### config.mk
export PLATFORM = sky130hd
export DESIGN_NAME = sn_gen_ctrl
export DESIGN_NICKNAME = d
export VERILOG_FILES = /design/src/rtl/sn_gen_ctrl.sv
export SDC_FILE = /design/constraint.sdc
export NUM_CORES = 1
export LEC_CHECK = 0
export CORE_MARGIN = 5
export CORE_UTILIZATION = 25
export CTS_CLUSTER_DIAMETER = 30
export DETAILED_ROUTE_END_ITERATION = 10
export HOLD_SLACK_MARGIN = 0.03
export PLACE_DENSITY_LB_ADDON = 0.08
export SKIP_CTS_REPAIR_TIMING = 1
export SYNTH_ARGS = -nofsm -noshare
export SYNTH_HDL_FRONTEND = slang
export SYNTH_SLANG_ARGS = --single-unit
### constraint.sdc
create_clock -name CLK -period 6.2 [get_ports CLK]
set_input_delay 0.93 -clock CLK [delete_from_list [all_inputs] [get_ports CLK]]
set_output_delay 0.93 -clock CLK [all_outputs]
set_load 0.02 [all_outputs]
### src/rtl/sn_gen_ctrl.sv
// Command sequencer for a bank of stochastic number generators:
// loads seeds/thresholds over a shared bus and runs timed EN bursts.
module sn_gen_ctrl #(
  parameter int NUM_GEN = 8,
  parameter int SEL_W   = 8,
  parameter int OUT_LAT = 2
) (
  input  logic               CLK,
  input  logic               RST,
  input  logic               CMD_VALID,
  output logic               CMD_READY,
  input  logic [1:0]         CMD_OP,
  input  logic [SEL_W-1:0]   CMD_SEL,
  input  logic [31:0]        CMD_DATA,
  input  logic               ABORT,
  output logic [31:0]        DATA_OUT,
  output logic [NUM_GEN-1:0] SEED_WE,
  output logic [NUM_GEN-1:0] COMP_WE,
  output logic               EN,
  output logic               SN_VALID,
  output logic               BUSY,
  output logic               DONE,
  output logic               CMD_ERR,
  output logic [31:0]        EN_COUNT
);

  localparam int LW = (OUT_LAT < 1) ? 1 : OUT_LAT;

  typedef enum logic [2:0] {
    S_IDLE, S_WRITE, S_RUN, S_DRAIN, S_FIN
  } state_t;

  state_t state_q, state_d;
  logic [31:0]        data_q, data_d;
  logic [NUM_GEN-1:0] seed_q, seed_d;
  logic [NUM_GEN-1:0] comp_q, comp_d;
  logic [31:0]        cnt_q, cnt_d;
  logic [31:0]        rem_q, rem_d;
  logic [31:0]        drn_q, drn_d;
  logic [LW-1:0]      sr_q, sr_d;
  logic               busy_q, busy_d;
  logic               done_q, done_d;
  logic               err_q, err_d;

  logic               accept;
  logic               in_range;
  logic [NUM_GEN-1:0] onehot;

  assign CMD_READY = (state_q == S_IDLE) & ~RST;
  assign EN        = (state_q == S_RUN) & ~ABORT;
  assign accept    = CMD_VALID & CMD_READY;
  assign in_range  = 32'(CMD_SEL) < 32'(NUM_GEN);
  assign onehot    = NUM_GEN'(1) << CMD_SEL;

  always_comb begin
    state_d = state_q;
    data_d  = data_q;
    seed_d  = '0;
    comp_d  = '0;
    cnt_d   = cnt_q;
    rem_d   = rem_q;
    drn_d   = drn_q;
    sr_d    = LW'({sr_q, EN});
    done_d  = 1'b0;
    err_d   = 1'b0;
    unique case (state_q)
      S_IDLE: begin
        if (accept) begin
          unique case (CMD_OP)
            2'd0, 2'd1: begin
              if (in_range) begin
                state_d = S_WRITE;
                data_d  = CMD_DATA;
                if (CMD_OP == 2'd0) seed_d = onehot;
                else                comp_d = onehot;
              end else begin
                err_d = 1'b1;
              end
            end
            2'd2: begin
              cnt_d = '0;
              if (CMD_DATA == '0) begin
                state_d = S_FIN;
                done_d  = 1'b1;
              end else begin
                rem_d   = CMD_DATA;
                state_d = S_RUN;
              end
            end
            default: ;
          endcase
        end
      end
      S_WRITE: state_d = S_IDLE;
      S_RUN: begin
        if (ABORT) begin
          state_d = S_IDLE;
          sr_d    = '0;
        end else begin
          cnt_d = (cnt_q == '1) ? cnt_q : cnt_q + 32'd1;
          rem_d = rem_q - 32'd1;
          if (rem_q == 32'd1) begin
            if (OUT_LAT == 0) begin
              state_d = S_FIN;
              done_d  = 1'b1;
            end else begin
              state_d = S_DRAIN;
              drn_d   = 32'(OUT_LAT - 1);
            end
          end
        end
      end
      S_DRAIN: begin
        if (ABORT) begin
          state_d = S_IDLE;
          sr_d    = '0;
        end else if (drn_q == '0) begin
          state_d = S_FIN;
          done_d  = 1'b1;
        end else begin
          drn_d = drn_q - 32'd1;
        end
      end
      S_FIN:   state_d = S_IDLE;
      default: state_d = S_IDLE;
    endcase
    busy_d = (state_d == S_RUN) | (state_d == S_DRAIN);
  end

  always_ff @(posedge CLK) begin
    if (RST) begin
      state_q <= S_IDLE;
      data_q  <= '0;
      seed_q  <= '0;
      comp_q  <= '0;
      cnt_q   <= '0;
      rem_q   <= '0;
      drn_q   <= '0;
      sr_q    <= '0;
      busy_q  <= 1'b0;
      done_q  <= 1'b0;
      err_q   <= 1'b0;
    end else begin
      state_q <= state_d;
      data_q  <= data_d;
      seed_q  <= seed_d;
      comp_q  <= comp_d;
      cnt_q   <= cnt_d;
      rem_q   <= rem_d;
      drn_q   <= drn_d;
      sr_q    <= sr_d;
      busy_q  <= busy_d;
      done_q  <= done_d;
      err_q   <= err_d;
    end
  end

  assign DATA_OUT = data_q;
  assign SEED_WE  = seed_q;
  assign COMP_WE  = comp_q;
  assign SN_VALID = (OUT_LAT == 0) ? EN : sr_q[LW-1];
  assign BUSY     = busy_q;
  assign DONE     = done_q;
  assign CMD_ERR  = err_q;
  assign EN_COUNT = cnt_q;

endmodule

==> reports/metrics.cfg <==
[clocking]
cts_buffers = 17
cts_tree = yes
h-tree-depth = 4
clk_latency_ns = 0.42
cts_buffer_depth = 2
clockRootBuffer = clkbuf_16
cts_sinks = 152
clk_pin_slew_ns = 0.06

[sta]
timing.final.max_slew_violations = 0
setup_tns_ns = 0
period_needed_ns = 3.65
grt_setup_unrepaired = no
fin_skew_ns = 0.0142
fmax_mhz = 274
setup_viol = 0
slew_headroom_pct = 42.6
finalHoldViolCount = 0
tightest_slew_ns = 0.854
fin_hold_ws_ns = 0.440
finalCritPeriodShare_pct = 58.9
worst_slack_ns = 2.55

[synth]
avgSynthCellArea_um2 = 8.04
synth_fp_nets = 956
synth_top_cell_area_share_pct = 41.8
seq_area_frac_synth_pct = 41.8
synth_edf_count = 0
async_reset_ff_share_pct = 0
synth_largest_area_cell = dfxtp_1
synth_seq_cells = 152
syn_area_um2 = 7280
synth_ff_type = dfxtp_1
synth.top_cells.by_area = dfxtp_1 (42%), nand2_1 (6.9%), a21oi_1 (5.8%), nor2_1 (4.1%), o21ai_0 (2.9%)
synth-warning-count = 0
synthCells = 905
synthDistinctLibCells = 67

[power_and_ir_drop]
leakage_nw = 3.28
p_total_mw = 2.25
ir_drop_uv = 156
power_density_nw_per_um2 = 236

[floorplanning]
start_util_pct = 25.3
die_y_um = 181
die_w_um = 181
dieArea_um2 = 32600
coreArea_um2 = 28700
rows = 62
num_io_pins = 132

[route]
wl_per_cell_um = 17.0
firstDrtPassIters = 4
drtIter0Drc = 376
ant_nets = 0
drc = 0
viasPerCell = 4.97
drt_wl_total_um = 24000
vias = 7002

[final_layout]
diodes = 0
nFillCells = 3077
layout-drive-gt1-share_pct = 7.41
syn_to_final_growth_pct = 31.1
final_nets = 1063

[setup_path]
worstPathArrival_ns = 3.96
crit_required_ns = 6.51
worstSetupPathType = input port to register
crit_fanout = 18
critPathSlowestCell = nor4_1
cp_slowest_stage_delay_ns = 0.69
cp-start-kind = input port
cp-end-kind = register
crit_chain = clkdlybuf4s50_1 > nor4_1 > nand4_1 > nor3_1 > a2bb2oi_1 > buf_4 > nor2_1 > a32o_1

[place]
place_ws_ns = 2.21
routabilityCongestion = 0.775
hpwl_um = 16700
io_buffers = 131

[global_routing]
antenna_found_initial = 0
grt_max_degree = 68
grt_pass1_wl_um = 38900
track_usage_pct = 14.5
grt_overflow = 0
grt_pass1_vias = 6930

[flow_run]
maxCapViolCount = 0

[status]
outcome = finished clean

[hold_path]
hp-class = register to register

[layout by cell type, fill, tap and decap left out, types with 6 or more instances in the layout]
master	netlist	layout
o32ai_1	6	6
or4_1	27	27
nor2_1	80	80
a21oi_1	85	85
buf_4	0	12
nand3_1	25	25
xor2_1	8	8
o31ai_1	20	20
dfxtp_1	152	152
o21ai_0	42	42
nor4_1	27	27
nand2_1	134	134
nand2b_1	8	8
xnor2_1	23	23
a211oi_1	8	8
and4_1	6	6
nor3_1	40	38
and3_1	6	6
or2_2	8	8
nand4_1	23	23
a32o_1	7	7
or3_1	16	16
clkdlybuf4s50_1	0	130
inv_1	15	15
clkbuf_16	0	17
[metrics by stage]
step	std cells	area, µm²	utilization [%]
floorplan	905	7280	-
global placement	1377	8950	31.2
detailed placement	1377	8950	31.2
CTS	1409	9540	33.2
global route	1409	9540	33.2
finish	1409	9540	33.2
[final cells by class]
type / count / area (µm²) / share of cell area (%)
clock buffer: 19 / 453 / 4.75
clock inverter: 13 / 135 / 1.42
inverter: 15 / 56.3 / 0.590
multi-input combinational: 683 / 3980 / 41.7
sequential: 152 / 3040 / 31.9
tap: 384 / 480 / 5.04
timing repair buffer: 143 / 1400 / 14.6
[per-layer routing]
metal	vias up	track usage (%)	share of wire (%)
met5	-	0	0
met4	0	3.39	0.97
met3	14	2.93	3.6
met1	3337	20.3	50
li1	3518	-	-
met2	133	23.2	46
[report_power, final]
part           total, mW  leakage (nW)  internal [mW]  switching (mW)
logic              0.203          1.76         0.0742           0.129
clock network       1.05         0.289          0.587           0.463
registers          0.995          1.23          0.985          0.0101
[critical path, delay by kind of cell]
family / cells / cell delay [ns]
and+or+nand+nor: 4 / 1.68
buffers and inverters: 2 / 0.79
AOI/OAI and AO/OA: 2 / 0.57
[synth_stat cells, drive strengths merged, types with 7 or more instances]
master / n
dfxtp: 152
nand2: 134
a21oi: 85
nor2: 80
clkbuf: 45
o21ai: 43
nor3: 41
nor4: 30
or4: 28
nand3: 26
nand4: 23
xnor2: 23
o31ai: 20
or3: 16
inv: 15
or2: 12
buf: 10
a211oi: 8
nand2b: 8
xor2: 8
a31oi: 7
a32o: 7
[path summary, 6_finish.rpt]
path | start | endpoint | slack, ns | cells past startpoint
worst max-delay path | CMD_DATA[0] | rem_q[17]$_SDFFE_PP0P_ | 2.55 | 8
worst min-delay path | sr_q[0]$_SDFF_PP0_ | sr_q[1]$_SDFF_PP0_ | 0.44 | 1
worst max register to register | rem_q[8]$_SDFFE_PP0P_ | drn_q[26]$_SDFFE_PP0P_ | 2.96 | 6
worst min register to register | sr_q[0]$_SDFF_PP0_ | sr_q[1]$_SDFF_PP0_ | 0.44 | 1
[cell families (layout without fill, tap and decap cells)]
group	after synthesis	count (layout)	synth area share (%)
fa+ha+maj	5	5	0.860
simple gates	430	430	30.4
buf+inv	70	190	4.04
compound gates	216	216	19.0
mux	1	1	0.138
xor+xnor	31	31	3.73
flops	152	152	41.8
[sequential cells by signal, indices dropped and copies added (netlist names)]
name / count
SEED_WE: 8
BUSY: 1
state_q: 3
sr_q: 2
COMP_WE: 8
DATA_OUT: 32
DONE: 1
rem_q: 32
CMD_ERR: 1
drn_q: 32
EN_COUNT: 32
(Power assumes the default switching activity.)
==> edit, RTL diff (same settings) <==
`data_q` no longer has a reset.
--- a/src/rtl/sn_gen_ctrl.sv
+++ b/src/rtl/sn_gen_ctrl.sv
@@ -131,5 +131,4 @@
     if (RST) begin
       state_q <= S_IDLE;
-      data_q  <= '0;
       seed_q  <= '0;
       comp_q  <= '0;
@@ -143,5 +142,4 @@
     end else begin
       state_q <= state_d;
-      data_q  <= data_d;
       seed_q  <= seed_d;
       comp_q  <= comp_d;
@@ -154,4 +152,8 @@
       err_q   <= err_d;
     end
+  end
+
+  always_ff @(posedge CLK) begin
+    data_q <= data_d;
   end
 
Formal check against the unedited RTL: differs if RST is asserted again (counterexample within 4 cycles, from zero or initial values and one cycle with RST high); with RST held inactive, the same outputs for 4 cycles.
==> edit against the unedited design <==
Routed wire length increased by 2.4%; non-clock buffer count decreased by 1; cell area increased by 1.8%; critical path depth decreased by 5; total power decreased by 1.3%; critical endpoint is now CMD_READY; setup slack got worse by 0.77 ns; sequential cell count unchanged; area after synthesis increased by 3.5%.
==> edit: results (changes against the unedited design) <==
Pwr:
- The worst-case vdd ir drop is 149 uV (was 156 uV).
- The leakage power is 3.30 nW (was 3.28 nW).

Worst hold path:
- The capture endpoint of the worst hold path is rem_q[31] (was sr_q[1]).
- The number of stages on the worst hold path is 2 (was 1).
- The source of the worst hold timing path is rem_q[31] (was sr_q[0]).

Synthesis:
- The post-synthesis compound-gate area fraction came to 21.0% (was 19.0%).
- The number of different library cells in the post-synthesis netlist is 68 (was 67).
- The parity-gate share of the synthesized area counting xor and xnor cells is 0.116% (was 3.73%).
- The area share of the largest cell type after synthesis was 31.9% (was 41.8%).
- The sequential share of the synthesized area is 44.6% (was 41.8%).
- The share of synthesized cell area in full adder, half adder and majority cells is 0.830% (was 0.860%).
- The share of synthesized area spent on multiplexers is 0.997% (was 0.138%).

Drt:
- The first-pass iteration count of the detailed router is 5 (was 4).
- The via count of the routed design was 7,197 (was 7,002).
- The via density per instance is 5.30 (was 4.97).
- The per-cell routed wire length is 18.1 um (was 17.0 um).
- The met2 routed wirelength was 10,600 um (was 11,000 um).
- The sum of routed wire segments on met1 is 12,500 um (was 11,900 um).

Timing:
- The final setup skew was 0.0165 ns (was 0.0142 ns).

Critical path:
- The reg-to-reg startpoint is state_q[1] (was rem_q[8]).
- The terminus of the critical flop-to-flop path is drn_q[3] (was drn_q[26]).
- The delay of the slowest cell on the worst path is 0.88 ns (was 0.69 ns).
- The setup slack of the worst register-to-register path was 2.76 ns (was 2.96 ns).

GRT:
- The pin count of the biggest net entering global routing is 77 (was 68).
- The met1 global-route usage is 21.2% (was 20.3%).
- The met3 usage in global routing came to 3.21% (was 2.93%).
- The met2 usage is 21.2% (was 23.2%).
- The number of global-route vias before repair was 6,791 (was 6,930).
- The number of antenna violations at the first check in global routing is 1 (was 0).

Run status:
- Status: finished, final reports clean (unchanged).

Layout:
- The number of nets in the finished design is 1,006 (was 1,063).
- The share of cells above drive strength 1 is 6.71% (was 7.41%).

Place:
- The final RePlAce weighted congestion is 0.733 (was 0.775).
==> edit: changes by cell type in the layout (fill, tap and decap cells not counted), moves of 14 or more <==
| cell | unedited run | this run |
|---|---|---|
| sky130_fd_sc_hd__edfxtp_1 | 0 | 32 |
| sky130_fd_sc_hd__dfxtp_1 | 152 | 120 |
| sky130_fd_sc_hd__o32ai_1 | 6 | 30 |
| sky130_fd_sc_hd__nand2_1 | 134 | 64 |
| sky130_fd_sc_hd__xnor2_1 | 23 | 1 |
| sky130_fd_sc_hd__or3_1 | 16 | 30 |
| sky130_fd_sc_hd__or4_1 | 27 | 55 |
| sky130_fd_sc_hd__o21ai_0 | 42 | 24 |
| sky130_fd_sc_hd__nor3_1 | 38 | 24 |
==> edit: layout make-up <==
class / instances / area, um2
clock inverter: 15 / 118
timing repair buffer: 142 / 1390
fill: 3093 / 20000
inverter: 15 / 56.3
clock buffer: 17 / 425
multi-input combinational: 627 / 3860
tap: 390 / 488
sequential: 152 / 3360
==> edit: power breakdown <==
part           internal, mW  total, mW  switching [mW]
clock network         0.521      0.986           0.465
registers              1.02       1.02         0.00874
logic                0.0779      0.210           0.132
total                  1.61       2.22           0.605
==> edit: critical path: cells and delay by family <==
family / cells / cell delay (ns)
buf+inv: 2 / 1.68
simple gates: 1 / 0.88
==> edit: stage by stage <==
| step | hold WS, ns | setup slack, ns | power [mW] | instance area (um2) | util (%) |
|---|---|---|---|---|---|
| CTS | 0.467 | 1.82 | 2.26 | 9710 | 32.7 |
| finish | 0.467 | 1.77 | 2.22 | 9710 | 32.7 |
| global placement | 0.446 | 1.88 | 1.26 | 9170 | 30.8 |
| global route | 0.482 | 1.60 | 2.32 | 9710 | 32.7 |
| floorplan | 0.436 | 2.50 | 1.17 | 7530 | - |
| detailed placement | 0.455 | 1.83 | 1.26 | 9170 | 30.8 |
